`config.mk`:
```
export PLATFORM = sky130hd
export DESIGN_NAME = rank_order_spike_sender
export DESIGN_NICKNAME = d
export VERILOG_FILES = /design/src/rtl/snn_if_pkg.sv /design/src/rtl/sync_2ff.sv /design/src/rtl/rank_order_spike_sender.sv
export SDC_FILE = /design/constraint.sdc
export NUM_CORES = 1
export LEC_CHECK = 0
export CORE_MARGIN = 2
export CORE_UTILIZATION = 55
export CTS_BUF_LIST = sky130_fd_sc_hd__clkbuf_4
export DETAILED_ROUTE_END_ITERATION = 12
export PLACE_DENSITY = 0.95
export SLEW_MARGIN = 20
export SYNTH_ARGS = -nofsm -noshare
export SYNTH_HDL_FRONTEND = slang
export SYNTH_SLANG_ARGS = --single-unit
```
`constraint.sdc`:
```
create_clock -name CLK -period 2.84 [get_ports CLK]
set_input_delay 0.568 -clock CLK [delete_from_list [all_inputs] [get_ports CLK]]
set_output_delay 0.568 -clock CLK [all_outputs]
set_load 0.01 [all_outputs]
```
`src/rtl/snn_if_pkg.sv`:
```
// Shared SNN front-end types: image geometry, AER width and the spike sender state encoding.
package snn_if_pkg;

    localparam int unsigned IMAGE_SIZE = 5;
    localparam int unsigned INDEX_BITS = $clog2(IMAGE_SIZE);
    localparam int unsigned AER_BITS   = 8;

    typedef logic [INDEX_BITS-1:0] index_t;

    typedef enum logic [1:0] {
        IDLE,
        WAIT_ACK_LOW,
        REQ_HIGH,
        ACK_HIGH
    } sender_state_e;

endpackage

```
`src/rtl/sync_2ff.sv`:
```
// Generic single-bit two-flop synchronizer with asynchronous active-low reset to 0.
module sync_2ff (
    input  logic clk,
    input  logic rst_n,
    input  logic d,
    output logic q
);

    logic meta;

    always_ff @(posedge clk or negedge rst_n) begin
        if (!rst_n) begin
            meta <= 1'b0;
            q    <= 1'b0;
        end else begin
            meta <= d;
            q    <= meta;
        end
    end

endmodule

```
`src/rtl/rank_order_spike_sender.sv`:
```
// Turns a rank-sorted pixel index list into a 4-phase REQ/ACK AER spike train, strongest first.
// Define SPIKE_SENDER_ACK_SYNC_EN to pass AER_ACK through a 2-flop synchronizer (cross-clock core).
module rank_order_spike_sender #(
    parameter int unsigned IMAGE_SIZE = snn_if_pkg::IMAGE_SIZE,
    parameter int unsigned INDEX_BITS = $clog2(IMAGE_SIZE),
    parameter int unsigned NUM_SPIKES = IMAGE_SIZE,
    parameter int unsigned AER_BITS   = snn_if_pkg::AER_BITS,
    parameter int unsigned AER_OFFSET = 0
) (
    input  logic                                 CLK,
    input  logic                                 RST,
    input  logic [IMAGE_SIZE-1:0][INDEX_BITS-1:0] sorted_indexes,
    input  logic                                 sorted_valid,
    output logic                                 busy,
    output logic [AER_BITS-1:0]                  AER_ADDR,
    output logic                                 AER_REQ,
    input  logic                                 AER_ACK,
    output logic                                 image_sent
);

    import snn_if_pkg::*;

    localparam int unsigned CNT_BITS = (IMAGE_SIZE > 1) ? $clog2(IMAGE_SIZE) : 1;
    localparam logic [CNT_BITS-1:0] LAST_CNT = CNT_BITS'(NUM_SPIKES - 1);

    sender_state_e                        state_q, state_d;
    logic [IMAGE_SIZE-1:0][INDEX_BITS-1:0] list_q, list_d;
    logic [CNT_BITS-1:0]                  cnt_q, cnt_d;
    logic                                 busy_d;
    logic                                 req_d;
    logic [AER_BITS-1:0]                  addr_d;
    logic                                 sent_d;
    logic                                 ack_s;

`ifdef SPIKE_SENDER_ACK_SYNC_EN
    sync_2ff u_ack_sync (
        .clk   (CLK),
        .rst_n (RST),
        .d     (AER_ACK),
        .q     (ack_s)
    );
`else
    assign ack_s = AER_ACK;
`endif

    // Next-state and next-output logic; REQ only rises from WAIT_ACK_LOW, so never while ACK is high.
    always_comb begin
        state_d = state_q;
        list_d  = list_q;
        cnt_d   = cnt_q;
        busy_d  = busy;
        req_d   = AER_REQ;
        addr_d  = AER_ADDR;
        sent_d  = 1'b0;

        unique case (state_q)
            IDLE: begin
                if (sorted_valid) begin
                    list_d  = sorted_indexes;
                    cnt_d   = '0;
                    busy_d  = 1'b1;
                    state_d = WAIT_ACK_LOW;
                end
            end
            WAIT_ACK_LOW: begin
                if (!ack_s) begin
                    addr_d  = AER_BITS'(AER_OFFSET + 32'(list_q[cnt_q]));
                    req_d   = 1'b1;
                    state_d = REQ_HIGH;
                end
            end
            REQ_HIGH: begin
                if (ack_s) begin
                    req_d   = 1'b0;
                    state_d = ACK_HIGH;
                end
            end
            ACK_HIGH: begin
                if (!ack_s) begin
                    if (cnt_q == LAST_CNT) begin
                        sent_d  = 1'b1;
                        busy_d  = 1'b0;
                        cnt_d   = '0;
                        state_d = IDLE;
                    end else begin
                        cnt_d   = cnt_q + CNT_BITS'(1);
                        state_d = WAIT_ACK_LOW;
                    end
                end
            end
            default: state_d = IDLE;
        endcase
    end

    // State, latched list and all outputs are registered.
    always_ff @(posedge CLK or negedge RST) begin
        if (!RST) begin
            state_q    <= IDLE;
            list_q     <= '0;
            cnt_q      <= '0;
            busy       <= 1'b0;
            AER_REQ    <= 1'b0;
            AER_ADDR   <= '0;
            image_sent <= 1'b0;
        end else begin
            state_q    <= state_d;
            list_q     <= list_d;
            cnt_q      <= cnt_d;
            busy       <= busy_d;
            AER_REQ    <= req_d;
            AER_ADDR   <= addr_d;
            image_sent <= sent_d;
        end
    end

endmodule

```
==> results of run 1 <==
[final timing paths]
check                            from          end  slack [ns]  cells after the start
min in group asynchronous         RST   list_q[10]        0.59                      2
max                        state_q[0]    list_q[3]        0.98                      4
max in group asynchronous         RST   list_q[12]        2.01                      2
max reg2reg                state_q[0]    list_q[3]        0.98                      4
min reg2reg                list_q[12]  AER_ADDR[0]        0.51                      2
min                        list_q[12]  AER_ADDR[0]        0.51                      2
[cell families (layout without fill, tap and decap cells)]
logic type	Yosys count	after routing
compound gates	17	17
fa+ha+maj	7	7
buf+inv	12	34
flops	26	26
mux	20	20
other cells	1	5
simple gates	23	23
[cell usage in the layout (no fill, tap or decap)]
cell | Yosys | routed
a211oi_1 | 1 | 1
a21boi_2 | 1 | 1
a21oi_1 | 1 | 1
a22oi_1 | 3 | 3
and2_1 | 1 | 1
and4_1 | 1 | 1
and4b_1 | 1 | 1
buf_4 | 6 | 1
bufinv_16 | 0 | 1
clkbuf_4 | 0 | 3
clkdlybuf4s50_1 | 0 | 24
conb_1 | 1 | 5
dfrtp_1 | 26 | 26
ha_1 | 7 | 7
inv_1 | 5 | 5
mux2_2 | 16 | 16
mux2i_1 | 1 | 1
mux4_2 | 3 | 3
nand2_1 | 6 | 6
nand2b_1 | 3 | 3
nand3_1 | 4 | 4
nand4_1 | 1 | 1
nor2b_1 | 1 | 1
nor3_1 | 1 | 1
nor3b_1 | 2 | 2
nor4b_1 | 1 | 1
o21ai_0 | 8 | 8
o31ai_1 | 3 | 3
or2_1 | 1 | 1
[layer usage]
layer  track usage (%)  wire length (um)  up-vias
met5                 0                 0        -
met4              12.0                82        0
met3              2.54               125       10
met2              42.3              1460       38
met1              26.6              1030      438
li1                  -                 -      424
[metrics by stage]
step	utilization [%]	cells	power, W	hold WS [ns]
6_report	72.2	160	0.00159	0.514
4_1_cts	72.2	160	0.00159	0.516
3_5_place_dp	69.8	156	0.00132	0.483
5_1_grt	72.2	160	0.00169	0.537
3_3_place_gp	69.8	156	0.00125	0.472
2_1_floorplan	-	110	0.00111	0.272
[sequential cells by signal (all words and copies together), names as in the netlist]
signal      count
AER_ADDR        3
state_q         2
cnt_q           3
busy            1
image_sent      1
AER_REQ         1
list_q         15
[cell type report]
cell class / instances / area (um2) / share of cell area [%]
Timing Repair Buffer: 25 / 248 / 15.4
Clock inverter: 1 / 30.0 / 1.86
Clock buffer: 3 / 22.5 / 1.40
Multi-Input combinational cell: 72 / 607 / 37.7
Tap cell: 28 / 35.0 / 2.17
Inverter: 5 / 18.8 / 1.16
Sequential cell: 26 / 651 / 40.4
[report_power, final]
part           total (W)  internal [W]  switching (W)
combinational   0.000666      0.000369       0.000297
sequential      0.000666      0.000538       0.000128
clock           0.000256      0.000143       0.000113
[worst max-delay path, cell delays in order (launching register included)]
cell and delay (ns):
dfrtp_1 0.47, inv_1 0.12, ha_1 0.29, nand2_1 0.48
mux2_2 0.41
==> implementation parameters, run 1 <==
Parameter                              Value

Critical path
  Crit. End Element    flop
  Arrival time worst endpoint    ~2.1 ns
  Setup crit start kind    flop
  Worst Path Max Fanout    15
  Required @ worst endpoint    3.06 ns
  Category of the critical setup timing path    flop to flop

Logic synthesis
  Number of synthesized flops with an enable pin    0
  Most instantiated cells after synthesis    dfrtp_1 (26), mux2_2 (16), o21ai_0 (8)
  Yosys top cell by area    dfrtp_1
  Proportion of synthesized chip area in sequential cells    49.4%
  Synthesized area per cell    12.4 um2
  Simple logic cell fraction of the synthesized area    between 10 and 15%
  Synthesized-area fraction occupied by adder cells    under 10%
  Share of the synthesized netlist area taken by xor and xnor gates    0%
  Ys async rst share    100%
  Dominant synthesized flop cell    dfrtp_1
  Proportion of netlist area held by the largest area contributor    between 40% and 50%
  Leading post-synthesis cells by cell area    dfrtp_1 (49%), mux2_2 (14%), ha_1 (6.6%)
  Warnings, synthesis    0
  Post-synthesis mux area share    about 20%
  Complex-gate fraction of the synthesized area    under 10%
  Largest family of logic cells by synthesized area    multiplexers
  Synthesized flop and latch total    26
  Number of library cell types mapped by synthesis    27
  Number of instances in the synthesized netlist    approximately 110
  Total standard cell area after synthesis    1320 um2
  Most common cell in the synthesized netlist    dfrtp_1

Floorplan
  Starting Density    59.0%
  Site Rows    17
  Area enclosed by the die boundary    2800 um2
  Die height    about 53 um
  Ports    30
  Core area    2230 um2
  Width of the chip    roughly 53 um

Timing
  Post-route setup TNS    0 ns
  Share of the cycle needed by the critical path after routing    around 66%
  RSZ-0062 raised after global routing    no
  Final WS setup    0.975 ns
  # setup viols final    0
  Slew at the pin closest to its max-slew limit    0.593 ns
  Shortest period the worst path allows    between 1.5 and 2 ns
  Worst relative slew slack    a little over 60%
  Final slew viol count    0
  FMAX    between 500 and 600 MHz
  Final clock skew    0.00416 ns
  Number of endpoints with negative hold slack in the final report    0

Cells and area
  Layout overhead on the synthesized area    22.3%
  Layout cells sized above 1    18.9%
  Ant diodes    0
  Net count reported at finish    between 150 and 200
  Number of filler cells placed in the layout    ~170
  Area of all placed cells without fillers    roughly 1600 um2

Detailed routing
  Number of antenna-violating nets in the routed design    0
  Post-route DRC violation count    0
  WL/cell    16.9 um
  Routed via count divided by cell count    between 5 and 6
  Iteration-0 DRC count of the detailed router    15
  Initial DRT Pass Iterations    4
  Final Routed Wirelength    between 2000 and 3000 um
  Via count    910

Global route
  Global routing usage summed across all routing layers    a little under a quarter
  Pin count of the biggest net entering global routing    27
  Via count of the first global-routing pass    974
  Global-route wire length before repair    between 4000 and 5000 um
  Remaining Overflow, GRT    0
  Number of antenna violations at the first check in global routing    0

Clock tree
  Cts repair resizes    0
  Clock root buffer    clkbuf_4
  Post-CTS setup buffers    0
  Max H-tree Level    1
  Number of buffers between clock root and the deepest sink    2
  Number of hold-repair buffers added at the cts stage    0
  Total CTS buffers    3
  Worst-path clk slew    between 0.1 and 0.15 ns
  Clock tree from TritonCTS    done
  Clock tree sinks    26
  Skew-Pair Late Insertion Delay    between 0.3 and 0.4 ns

Place
  Number of buffers added on ports    24
  GPL Wtd Cong    between 0.8 and 0.9
  Post-Place Worst Slack    approximately 0.80 ns
  Placed Area    roughly 1600 um2
  Detailed placer's ending HPWL    about 1900 um

Power
  VDD IR-drop max    735 uV
  Leakage    between 0.6 and 0.7 nW
  Pwr/cell area    985 nW/um2

Run status
  Outcome    completed

Hold path
  Worst hold path class    flop to flop

Run
  Max-cap violations    0
(Power assumes the default switching activity.)
==> inputs of run 2 (changes only) <==
--- a/config.mk
+++ b/config.mk
@@ -6,10 +6,10 @@
 export NUM_CORES = 1
 export LEC_CHECK = 0
 export CORE_MARGIN = 2
-export CORE_UTILIZATION = 55
+export CORE_UTILIZATION = 46
 export CTS_BUF_LIST = sky130_fd_sc_hd__clkbuf_4
 export DETAILED_ROUTE_END_ITERATION = 12
-export PLACE_DENSITY = 0.95
+export PLACE_DENSITY = 0.86
 export SLEW_MARGIN = 20
 export SYNTH_ARGS = -nofsm -noshare
 export SYNTH_HDL_FRONTEND = slang
==> constraint.sdc (replaced) <==
create_clock -name CLK -period 1.55 [get_ports CLK]
set_input_delay 0.31 -clock CLK [delete_from_list [all_inputs] [get_ports CLK]]
set_output_delay 0.31 -clock CLK [all_outputs]
set_load 0.01 [all_outputs]
==> implementation parameters, run 2 (same netlist as run 1, synthesis figures left out) <==
Parameter                              Value

Cells and area
  Number of filler cells placed in the layout    200
  Leading cell type in the layout, fill and taps excluded    dfrtp_1
  Ant diodes    0
  Largest register FFs    15
  Net count reported at finish    176
  Biggest regs    list_q (15), AER_ADDR (3), cnt_q (3)
  Layout cells sized above 1    between 30% and 40%
  Top reg by flops    list_q
  Non-filler cells, final    180
  Commonest cells after routing, fill and taps aside    dfrtp_1 (26), clkdlybuf4s50_1 (18), buf_4 (17)
  Layout overhead on the synthesized area    35.5%

Clock tree
  Number of hold-repair buffers added at the cts stage    0
  Total CTS buffers    3
  Max H-tree Level    1
  Number of buffers between clock root and the deepest sink    2
  Worst-path clk slew    0.15 ns
  Clock root buffer    clkbuf_4
  Skew-Pair Late Insertion Delay    between 0.3 and 0.4 ns
  Clock tree sinks    26
  Clock tree from TritonCTS    done

Critical path
  Crit. End Element    flop
  Category of the critical setup timing path    flop to flop
  Worst Path Max Fanout    4
  Arrival time worst endpoint    1.80 ns
  Setup crit start kind    flop
  Required @ worst endpoint    between 1.5 and 2 ns

Floorplan
  Area enclosed by the die boundary    roughly 3300 um2
  Width of the chip    about 58 um
  Site Rows    19
  Ports    30
  Starting Density    between 40% and 50%
  Core area    2730 um2
  Die height    57.5 um

Detailed routing
  Via count    ~990
  Number of antenna-violating nets in the routed design    0
  Final Routed Wirelength    around 2800 um
  WL/cell    ~16 um
  Iteration-0 DRC count of the detailed router    14
  Initial DRT Pass Iterations    4
  Post-route DRC violation count    0
  Routed via count divided by cell count    approximately 5.5

Hold path
  Worst hold path class    primary input to asynchronous set/reset pin

Global route
  Global-route wire length before repair    4640 um
  Met3 demand-to-capacity share in global routing    between 2 and 3%
  Remaining Overflow, GRT    0
  Number of antenna violations at the first check in global routing    0
  Met1 usage in global routing    approximately a quarter
  Global routing usage summed across all routing layers    between 10% and 20%
  M2 GR Usage    30.7%
  Via count of the first global-routing pass    1032
  Most congested layer reported by global routing    met2
  Pin count of the biggest net entering global routing    27

Timing
  Share of the cycle needed by the critical path after routing    101%
  Final clock skew    between 0.007 and 0.008 ns
  FMAX    639 MHz
  Final WS setup    -0.0138 ns
  Number of endpoints with negative hold slack in the final report    0
  Shortest period the worst path allows    around 1.6 ns
  # setup viols final    1
  Final slew viol count    0
  Min Hold Slack    0.312 ns
  RSZ-0062 raised after global routing    yes

Place
  GPL Wtd Cong    about 0.83
  Detailed placer's ending HPWL    1970 um
  Number of buffers added on ports    24
  Placed Instances    172

Run status
  Failing checks    negative setup slack
  Outcome    finished, violations left

Power
  Pwr/cell area    around 1800 nW/um2
  VDD IR-drop max    around 1200 uV
  Leakage    between 0.8 and 0.9 nW

Run
  Max-cap violations    0
[run 2: cell count changes in the layout (fill, tap and decap cells not counted), moves of 2 or more]
cell and delta:
buf_4 +16, clkdlybuf4s50_1 -6, dlygate4sd2_1 +5, ha_1 -3, ha_2 +2
[run 2: cell type report]
class                      count  area (um2)  share of cell area (%)
clock buffer                   3        22.5                    1.26
sequential                    26         651                    36.4
inverter                       5        18.8                    1.05
timing repair buffer          42         384                    21.5
clock inverter                 1        30.0                    1.68
multi-input combinational     72         641                    35.9
tap                           31        38.8                    2.17
[run 2: metrics by stage]
step / power, W / utilization [%] / setup WS (ns) / TNS (ns) / instance area, um2
2_1_floorplan: 0.00203 / - / 0.0562 / 0 / 1340
3_3_place_gp: 0.00252 / 61.3 / -0.0205 / -0.0205 / 1680
3_5_place_dp: 0.00262 / 61.3 / -0.109 / -0.402 / 1680
4_1_cts: 0.00310 / 63.8 / 0.0115 / 0 / 1740
5_1_grt: 0.00346 / 65.3 / -0.0603 / -0.171 / 1790
6_report: 0.00323 / 65.3 / -0.0138 / -0.0138 / 1790
[run 2: what timing repair did]
item | in CTS | in global routing
gates resized for setup | 6 | 9
setup buffers | 3 | 1
setup endpoints to repair | 8 | 10
cloned | 0 | 0
[run 2: worst paths after layout]
kind | depth (start not counted) | slack [ns] | to | startpoint
worst max-delay path | 6 | -0.01 | state_q[1] | state_q[0]
worst min-delay path | 2 | 0.31 | list_q[9] | RST
worst max register to register | 6 | -0.01 | state_q[1] | state_q[0]
worst min register to register | 1 | 0.52 | list_q[6] | list_q[6]
max in group asynchronous | 2 | 0.99 | state_q[1] | RST
min in group CLK | 1 | 0.52 | list_q[6] | list_q[6]
[run 2: worst max-delay path, cell delays in order (launching register included)]
cell and delay (ns):
dfrtp_1 0.44, inv_1 0.14, buf_4 0.15, ha_1 0.17, nand2b_1 0.09, nand3_1 0.15
mux2_2 0.35
[run 2: routing by layer]
| layer | share of wire [%] | up-vias |
|---|---|---|
| met1 | 41 | 486 |
| met2 | 52 | 36 |
| met4 | 2.5 | 0 |
| li1 | - | 456 |
| met5 | 0 | - |
| met3 | 4.3 | 7 |
[run 2: where the power goes]
part,leakage (nW),internal (W),switching [W]
sequential,0.314,0.000985,0.000173
clock,0.0279,0.000262,0.000215
combinational,0.472,0.000906,0.000691
